[src/rtl/rr_grant_index_pkg.sv]
// rr_grant_index_pkg: shared state encoding and counter sizing for the round-robin grant block
package rr_grant_index_pkg;
  localparam logic IDLE  = 1'b0;
  localparam logic GRANT = 1'b1;
  function automatic int cnt_w(input int max_hold);
    return ($clog2(max_hold + 1) > 1) ? $clog2(max_hold + 1) : 1;
  endfunction
endpackage

[src/rtl/rr_pick.sv]
// rr_pick: first set request at or after ptr, ascending with wrap
module rr_pick #(
  parameter int IP_WIDTH = 4
) (
  input  logic [(1<<IP_WIDTH)-1:0] req,
  input  logic [IP_WIDTH-1:0]      ptr,
  output logic                     found,
  output logic [IP_WIDTH-1:0]      idx
);
  localparam int N = 1 << IP_WIDTH;
  logic [2*N-1:0] dbl;
  logic [N-1:0]   rot;
  assign dbl = {req, req} >> ptr;
  assign rot = dbl[N-1:0];
  // Descending scan so the lowest rotated position (closest to ptr) wins
  always_comb begin
    found = 1'b0;
    idx   = '0;
    for (int i = N - 1; i >= 0; i--)
      if (rot[i]) begin
        found = 1'b1;
        idx   = ptr + IP_WIDTH'(i);
      end
  end
endmodule

[src/rtl/rr_grant_index.sv]
// rr_grant_index: round-robin arbiter presenting a held grant as index a with valid en
module rr_grant_index
  import rr_grant_index_pkg::*;
#(
  parameter int IP_WIDTH = 4,
  parameter int MAX_HOLD = 16
) (
  input  logic                     clk,
  input  logic                     rst,
  input  logic [(1<<IP_WIDTH)-1:0] req,
  input  logic                     ack,
  output logic                     en,
  output logic [IP_WIDTH-1:0]      a,
  output logic                     timeout
);
  localparam int CW = cnt_w(MAX_HOLD);
  localparam logic [CW-1:0] LAST = (MAX_HOLD > 0) ? CW'(MAX_HOLD - 1) : '0;
  logic                st;
  logic [IP_WIDTH-1:0] ptr;
  logic [IP_WIDTH-1:0] pick_ptr;
  logic [CW-1:0]       cnt;
  logic                found;
  logic [IP_WIDTH-1:0] idx;
  logic                expire;
  logic                rel;
  // On release the just-served index drops to lowest priority in the same edge
  assign pick_ptr = (st == GRANT) ? a + IP_WIDTH'(1) : ptr;
  assign expire   = (MAX_HOLD > 0) && (cnt == LAST) && !ack;
  assign rel      = ack || expire;
  rr_pick #(.IP_WIDTH(IP_WIDTH)) u_pick (
    .req  (req),
    .ptr  (pick_ptr),
    .found(found),
    .idx  (idx)
  );
  always_ff @(posedge clk or posedge rst) begin
    if (rst) begin
      st      <= IDLE;
      en      <= 1'b0;
      a       <= '0;
      timeout <= 1'b0;
      ptr     <= '0;
      cnt     <= '0;
    end else begin
      timeout <= 1'b0;
      if (st == IDLE) begin
        if (found) begin
          a   <= idx;
          en  <= 1'b1;
          cnt <= '0;
          st  <= GRANT;
        end
      end else if (rel) begin
        ptr     <= pick_ptr;
        timeout <= expire;
        cnt     <= '0;
        if (found) a <= idx;
        else begin
          en <= 1'b0;
          st <= IDLE;
        end
      end else begin
        cnt <= (MAX_HOLD > 0) ? cnt + CW'(1) : cnt;
      end
    end
  end
endmodule

[config.mk]
export PLATFORM = sky130hd
export DESIGN_NAME = rr_grant_index
export DESIGN_NICKNAME = d
export VERILOG_FILES = /design/src/rtl/rr_grant_index_pkg.sv /design/src/rtl/rr_pick.sv /design/src/rtl/rr_grant_index.sv
export SDC_FILE = /design/constraint.sdc
export NUM_CORES = 1
export LEC_CHECK = 0
export CAP_MARGIN = 25
export CORE_ASPECT_RATIO = 1.75
export CORE_MARGIN = 5
export CORE_UTILIZATION = 50
export DETAILED_ROUTE_END_ITERATION = 12
export GPL_TIMING_DRIVEN = 0
export PLACE_DENSITY = 0.71
export SETUP_SLACK_MARGIN = 0.3
export SLEW_MARGIN = 20
export SYNTH_ARGS = -nofsm -noshare
export SYNTH_HDL_FRONTEND = slang
export SYNTH_HIERARCHICAL = 1
export SYNTH_SLANG_ARGS = --single-unit
[constraint.sdc]
create_clock -name clk -period 5.5 [get_ports clk]
set_clock_uncertainty 0.2 [all_clocks]
set_input_delay 0.825 -clock clk [delete_from_list [all_inputs] [get_ports clk]]
set_output_delay 0.825 -clock clk [all_outputs]
set_load 0.005 [all_outputs]
# [Word level (Yosys, flattened, before mapping)]
# Cells that the tools add are included.
[word_totals] register_bits=16 input_bits=19 out_inout_bits=6
[classes] addsub=17 n_eq_ne=3 shift=1 n_mux=48 n_reduce_logical=6
[ops] op="$mux 4" n=20
[ops] op="$add 4x4->4 const B" n=8
[ops] op="$shr 32x4->16" n=1
[ops] op="$mux 1" n=25
[ops] op="$add 4x3->4 const B" n=4
[ops] op="$mux 5" n=3
[ops] op="$add 4x1->4 const B" n=2
[ops] op="$add 4x2->4 const B" n=2
[ops] op="$add 5x1->5 const B" n=1
[ops] op="$eq 5x4->1 const B" n=1
[ops] op="$reduce_and 3->1" n=1
[ops] op="$ne 2x1->1 const B" n=1
[ops] op="$ne 2x2->1 const B" n=1
[ops] op="$reduce_and 2->1" n=1
[ops] op="$reduce_bool 2->1" n=1
[ops] op="$logic_and 1x1->1" n=1
[ops] op="$logic_not 1->1" n=1
[ops] op="$logic_or 1x1->1" n=1

# [Logic depth before layout (Yosys ltp)]
# Gate-level depths: netlist of run 1.
[logic_depth] ltp_word=22 ltp_mapped=16

# [By module]
# The synthesis of run 1 kept the hierarchy.
[by_module_without_submodules] module="rr_pick" n_inst=1 cells_each=258 area_per_inst_um2=2057.0 seq_area_each_um2=0.0
[by_module_without_submodules] module="rr_grant_index" n_inst=1 cells_each=67 area_per_inst_um2=732.0 seq_area_each_um2=400.4

# [Worst setup path after synthesis of run 1]
# OpenSTA, ideal clock, no wires.
[synth_timing] kind="reg2reg" from="register st" to="register a[0]" setup_ps=125 arrival_time_ps=3694 required_time_ps=5175 slack_ps=1481 stages_incl_launch_ff=13 n_path_buf=3 period_less_slack_ps=4019 path_cell_list="dfrtp_1 clkbuf_1 mux2_2 buf_6 buf_12 mux4_2 mux2_2 mux2_2 nor3b_1 nand3_1 or4b_1 nand2_1 mux2_2"
[synth_via] elab_chain_len=21
[synth_lines] element="start, declared" line_no="rr_grant_index.sv:18" source="logic st;"
[synth_lines] element="start signal, assigned" line_no="rr_grant_index.sv:38" source="st <= IDLE;"
[synth_lines] element="start signal, assigned" line_no="rr_grant_index.sv:51" source="st <= GRANT;"
[synth_lines] element="start signal, assigned" line_no="rr_grant_index.sv:60" source="st <= IDLE;"
[synth_lines] element="$mux 4 (*)" line_no="rr_grant_index.sv:27" source="assign pick_ptr = (st == GRANT) ? a + IP_WIDTH'(1) : ptr;"
[synth_lines] element="named net pick_ptr[1]" line_no="rr_grant_index.sv:20" source="logic [IP_WIDTH-1:0] pick_ptr;"
[synth_lines] element="$shr 32x4->16 (*)" line_no="rr_pick.sv:13" source="assign dbl = {req, req} >> ptr;"
[synth_lines] element="$mux 1 (15 in a row)" line_no="rr_pick.sv:20" source="if (rot[i]) begin"
[synth_lines] element="$mux 1 (*)" line_no="rr_pick.sv:20"
[synth_lines] element="named net found" line_no="rr_grant_index.sv:22" source="logic found;"
[synth_lines] element="$mux 4 (*)" line_no="rr_grant_index.sv:47, rr_grant_index.sv:57"
[synth_lines] element="$mux 4" line_no="rr_grant_index.sv:53" source="end else if (rel) begin"
[synth_lines] element="$mux 4 (*)" line_no="rr_grant_index.sv:46" source="if (st == IDLE) begin"
[synth_lines] element="end signal, assigned" line_no="rr_grant_index.sv:48" source="a <= idx;"
[synth_lines] element="end signal, assigned" line_no="rr_grant_index.sv:57" source="if (found) a <= idx;"
[synth_lines] element="end, declared" line_no="rr_grant_index.sv:13" source="output logic [IP_WIDTH-1:0] a,"
# The timed path passes the listed nets; every way through them passes the cells marked *. The select of a mux whose other input is x is not followed.
# A chain may end at the register's enable or synchronous reset.

# [Worst setup path in the final report of run 1]
# Same ends and word-level chain as after synthesis.

==> results of run 1 <==
[cell usage after synthesis, drive strengths merged (2+ instances only)]
cell type,number
buf,10
o21a,4
nand3,17
or3,2
a22o,3
a211oi,2
inv,11
nor2,32
dfrtp,16
and3,3
o2111ai,4
mux4,21
mux2,20
o211ai,3
nor3b,3
nor3,5
xor2,3
nand2,33
nand2b,3
a31oi,7
o31ai,3
or3b,2
xnor2,4
ha,10
mux2i,16
clkbuf,9
o21ai,28
a21oi,30
[kinds of logic after synthesis]
group,count (synthesis),share of synthesized area (%)
AO/OA/AOI/OAI,100,22.9
XOR/XNOR,7,2.20
adder cells (fa/ha/maj),10,4.49
buffers and inverters,30,5.07
flip-flops,16,14.4
multiplexers,57,33.6
AND/OR/NAND/NOR,105,17.5
[sequential cells by signal (all words and copies together) (netlist names)]
signal / count
st: 1
ptr: 4
en: 1
a: 4
cnt: 5
timeout: 1
[critical path, delay by kind of cell, from the launching register on]
family                 cells  cell delay [ns]
buffers and inverters      3             1.03
AND/OR/NAND/NOR            4             1.27
multiplexers               4             1.69
AO/OA/AOI/OAI              1             0.31
flip-flops                 1             0.37
[per-layer routing]
metal | up-vias | global-route usage (%) | wire (um)
met2 | 149 | 51.7 | 5140
met5 | - | 0 | 0
li1 | 1318 | - | -
met3 | 51 | 2.27 | 485
met4 | 0 | 22.8 | 791
met1 | 1337 | 25.1 | 2900
[per-stage QoR]
step	worst slack (ns)	area [sq um]	hold WS, ns	cells
2_1_floorplan	1.48	2790	0.250	325
3_3_place_gp	0.445	3120	0.263	425
3_5_place_dp	0.405	3120	0.272	425
4_1_cts	0.398	3170	0.285	428
5_1_grt	0.339	3170	0.320	428
6_report	0.501	3170	0.282	428
[cell type report]
cell class	count	area [sq um]
Tap cell	76	95.1
Clock buffer	3	41.3
Buffer	19	100
Fill cell	529	2320
Sequential cell	16	400
Multi-Input combinational cell	279	2250
Inverter	11	41.3
Timing Repair Buffer	24	240
[how the worst max path moves through the flow]
stage,cells after the start,end,slack [ns]
2_1_floorplan,12,a[0],1.48
3_3_place_gp,15,a[1],0.45
3_5_place_dp,15,a[1],0.40
4_1_cts,15,a[0],0.40
5_1_grt,15,a[3],0.34
6_report,12,a[0],0.50
[placed cells by master (no fill, tap or decap), types with 3 or more instances in the layout]
master | synthesis | layout
clkdlybuf4s50_1 | 0 | 24
o21a_1 | 4 | 4
a21oi_1 | 28 | 27
mux2_2 | 17 | 17
a31oi_1 | 7 | 7
o21ai_0 | 25 | 25
dfrtp_1 | 16 | 16
xor2_1 | 3 | 3
and3_1 | 3 | 3
o2111ai_1 | 4 | 4
buf_2 | 4 | 4
nor2_1 | 32 | 32
inv_1 | 10 | 10
o21ai_1 | 3 | 3
nand3_1 | 17 | 17
mux2_4 | 3 | 3
nor3b_1 | 3 | 3
clkbuf_1 | 9 | 9
o211ai_1 | 3 | 3
nor3_1 | 5 | 5
nand2b_1 | 3 | 3
mux4_2 | 10 | 10
mux2i_1 | 14 | 13
ha_1 | 10 | 10
a22o_1 | 3 | 3
xnor2_1 | 4 | 4
mux4_1 | 11 | 11
o31ai_1 | 3 | 3
buf_1 | 4 | 4
nand2_1 | 33 | 33
clkbuf_8 | 0 | 3
==> metrics.md, run 1 <==
| Metric | Value |
|---|---|
| Post-synth EDFFs | 0 |
| Iteration-0 DRC Markers | around 160 |
| Worst r2r src | st |
| Dpl hpwl | 7680 um |
| Clk root buf | clkbuf_8 |
| Clock slew at reported path FFs | 0.06 ns |
| CP Data Arrival Time | 4.93 ns |
| Cells after Synth | 325 |
| Max-slew violations | 0 |
| Crit path kind | reg2reg |
| Worst path required time | 5.43 ns |
| TritonCTS clock tree | built |
| Via count | about 2,900 |
| Area contributors post-synth | dfrtp_1, mux4_1, mux4_2 |
| Hold path endpoint | ptr[0] |
| CP endpoint kind | flop |
| ANT cells | 0 |
| Initial antenna violation count | 0 |
| Period utilization | between 90% and 100% |
| Worst stage delay on the critical path | 0.58 ns |
| Total Wirelength | 9320 um |
| Async SR Flop Fraction | 100% |
| Hold buffer count at CTS | 0 |
| DIE AREA | 7230 sq um |
| Final Util | 57.7% |
| Sequential element share of the synthesized area | ~14% |
| Fmax | 200 MHz |
| Clk_lat worst skew | 0.24 ns |
| RSZ-0062 raised after global routing | no |
| Crit-path max FO | 10 |
| Hold Path Stages | 2 |
| Total GRT Usage | 27.3% |
| Synth cell types | 59 |
| Syn nets | 354 |
| Final Critical Period | 5.00 ns |
| Largest net degree at the start of global routing | 17 |
| Vias in the first global route | between 2,000 and 3,000 |
| Core area | 5500 sq um |
| Area Growth Syn to Fin | 13.8% |
| Reg2reg path depth | 12 |
| Top cell type's share of synthesized area | 14.4% |
| Vias per cell | 6.67 |
| Hold_sp | ptr[0] |
| Reg2reg setup slack | 0.50 ns |
| RePlAce Congestion | 0.948 |
| Max-slew headroom | around two fifths |
| Pre-antenna DRT Iters | 5 |
| Maxcap violations | 0 |
| Post-Route Setup TNS | 0 ns |
| R2R Path End | a[0] |
| Grt ovf | 0 |
| Max Buffers Root-to-Sink | 2 |
| Worst-Margin Slew | 0.848 ns |
| Post-route ant nets | 0 |
| Startpoint types | flop |
| First-pass GRT wire length | 14,800 um |
| Yosys top cell by area | dfrtp_1 |
| Post-Syn Area per Cell | around 8.6 sq um |
| Die X | 66.5 um |
| # setup viols final | 0 |
| Cells along the critical path | clkbuf_1 > nor2_1 > a21oi_2 > buf_2 > buf_2 > mux4_2 > mux2i_1 > mux2i_1 > nor2_1 > or4b_1 > nand2_1 > mux2_2 |
| Top-Level Pins | 25 |
| Status | complete, no violations |
| Setup bufs post-CTS | 0 |
| Num rows | 36 |
| Starting density of the core | around 51% |
| CP max-delay cell | or4b_1 |
| Synth warnings | 6 |
| Nets@finish | ~380 |
| FF+latch count, synth | 16 |
| I/O Buffers | 24 |
| Final Hold Vio Count | 0 |
| Die Ht | 109 um |
| Top FF cell, synth | dfrtp_1 |
| CTS sink count | 16 |
| Share of cells above drive strength 1 | between 10 and 15% |
| Class of the worst hold path | reg2reg |
| Crit. Startpoint | st |
| WL/cell | 21.8 um |
| H-tree depth | 1 |
| Remaining DRCs | 0 |
| CTS resizes | 0 |
| Synthesized cell area | 2790 sq um |
| TritonCTS Buffers | 3 |
Power of run 1 is not shown: default switching activity piles up to over one toggle a cycle in this logic, so the estimate is an artifact.
==> inputs of run 2 (changes only) <==
Settings changed: ABC_AREA set to 1, SKIP_CTS_REPAIR_TIMING set to 1.
==> run 2 against run 1 <==
Synthesized area increased by 1.2%. Via count increased by 11%. First-iteration DRC count increased by 93%. Register-to-register slack improved by 0.65 ns. Setup slack improved by 0.65 ns. Flip-flop and latch count unchanged. Highest routed layer unchanged.
==> metrics.md, run 2 <==
| Metric | Value |
|---|---|
| Status | complete, no violations |
| Core area | 5540 sq um |
| Most frequent cells in the layout | nand2_1, nand3_1, inv_1 |
| I/O Buffers | 24 |
| Min Hold Slack | between 0.2 and 0.3 ns |
| Reg2reg setup slack | 1.15 ns |
| Synth top cells by count | nand2_1, nand3_1, inv_1 |
| Maxcap violations | 0 |
| Post-synth EDFFs | 0 |
| # setup viols final | 0 |
| TritonCTS clock tree | built |
| Crit path kind | reg2reg |
| Worst-Margin Slew | 0.913 ns |
| Post-Syn Area per Cell | approximately 5.8 sq um |
| Sequential element share of the synthesized area | 14.2% |
| Hold Path Stages | 2 |
| Crit-path max FO | 10 |
| Synthesized cell area | roughly 2800 sq um |
| CP endpoint kind | flop |
| TritonCTS Buffers | 3 |
| RePlAce Congestion | between 0.9 and 1 |
| H-tree depth | 1 |
| Cells after Synth | a little under 500 |
| Top FF cell, synth | dfrtp_1 |
| DIE AREA | 7310 sq um |
| Total Wirelength | 8590 um |
| Clk_lat worst skew | between 0.2 and 0.3 ns |
| FF+latch count, synth | 16 |
| Area Growth Syn to Fin | 13.8% |
| Max Buffers Root-to-Sink | 2 |
| Iteration-0 DRC Markers | 307 |
| Async SR Flop Fraction | 100% |
| Largest net degree at the start of global routing | 17 |
| Share of cells above drive strength 1 | between 10% and 20% |
| Synth cell types | 35 |
| WL/cell | 14.5 um |
| Largest Register | cnt |
| Max-slew violations | 0 |
| Via count | 3,163 |
| Clk root buf | clkbuf_8 |
| Final Util | 58.0% |
| Die X | 66.8 um |
| Top-Level Pins | 25 |
| Pre-antenna DRT Iters | 5 |
| Fillers | 601 |
| Remaining DRCs | 0 |
| Fmax | roughly 230 MHz |
| Most frequent cell after synthesis | nand2_1 |
| Worst path required time | 5.48 ns |
| CP Data Arrival Time | 4.33 ns |
| Top Registers | cnt (5), a (4), ptr (4) |
| Vias in the first global route | 3,183 |
| Register Area | approximately 400 sq um |
| Num rows | 36 |
| Nets@finish | 548 |
| Max-slew headroom | 38.5% |
| Initial antenna violation count | 0 |
| Most common cell after layout, fill and taps aside | nand2_1 |
| Post-route ant nets | 0 |
| Final Critical Period | between 4 and 5 ns |
| Area of the multi-input gates | 2030 sq um |
| Class of the worst hold path | reg2reg |
| Top cell type's share of synthesized area | 21.3% |
| Syn nets | 519 |
| Starting density of the core | 50.9% |
| Die Ht | 109 um |
| Final Hold Vio Count | 0 |
| Max reg flops | 5 |
| Vias per cell | 5.32 |
| Yosys top cell by area | nand2_1 |
| Startpoint types | flop |
| Period utilization | 79.1% |
| CTS sink count | 16 |
| Clock slew at reported path FFs | 0.06 ns |
| Area contributors post-synth | nand2_1, dfrtp_1, nand3_1 |
| ANT cells | 0 |
| Synth warnings | 6 |
| First-pass GRT wire length | 14,600 um |
| Total GRT Usage | 26.0% |
| Reg2reg path depth | 15 |
| Dpl hpwl | approximately 7000 um |
| Post-Route Setup TNS | 0 ns |
| Grt ovf | 0 |
| RSZ-0062 raised after global routing | no |
## run 2: final timing paths
check / startpoint / end
min reg2reg: ptr[3] / ptr[3]
min in group asynchronous: rst / cnt[0]
min: ptr[3] / ptr[3]
max in group asynchronous: rst / ptr[0]
max: a[0] / cnt[4]
max reg2reg: a[0] / cnt[4]
## run 2: cell families (layout without fill, tap and decap cells)
kind of cell	after synthesis	count (layout)	synth area share (%)
simple gates	307	307	52.2
buf+inv	85	113	13.8
compound gates	63	63	12.6
flops	16	16	14.2
fa+ha+maj	10	10	4.43
xor+xnor	9	9	2.79
## run 2: worst max-delay path, cell delays in order (launching register included)
cell and delay [ns]:
dfrtp_1 0.47, ha_1 0.35, inv_1 0.05, o21ai_0 0.57, buf_4 0.32, buf_6 0.20
nand3_1 0.14, nand3_1 0.10, nand2_1 0.07, o21ai_0 0.72, nand2_1 0.15, nor4_1 0.20
nand2_1 0.28, nor2_2 0.30, nand2_1 0.08, o21ai_0 0.08
## run 2: cell type report
cell class                 count  area share (%)
buffer                        19            4.24
clock buffer                   4            1.71
inverter                      66            7.87
multi-input combinational    389            63.3
sequential                    16            12.5
tap                           76            2.96
timing repair buffer          24            7.48
## run 2: stage by stage
step	area [sq um]	worst slack, ns	std cells
floorplan	2820	2.34	490
global placement	3160	1.19	590
detailed placement	3160	1.21	590
CTS	3210	1.17	594
global route	3210	0.883	594
finish	3210	1.15	594
## run 2: per-layer routing
layer	up-vias	part of all wire (%)	global-route usage, %
li1	1623	-	-
met1	1431	38	27.8
met2	82	54	48.9
met3	27	4.3	1.43
met4	0	4.4	14.2
met5	-	0	0
Power of run 2 is left out for the same reason.
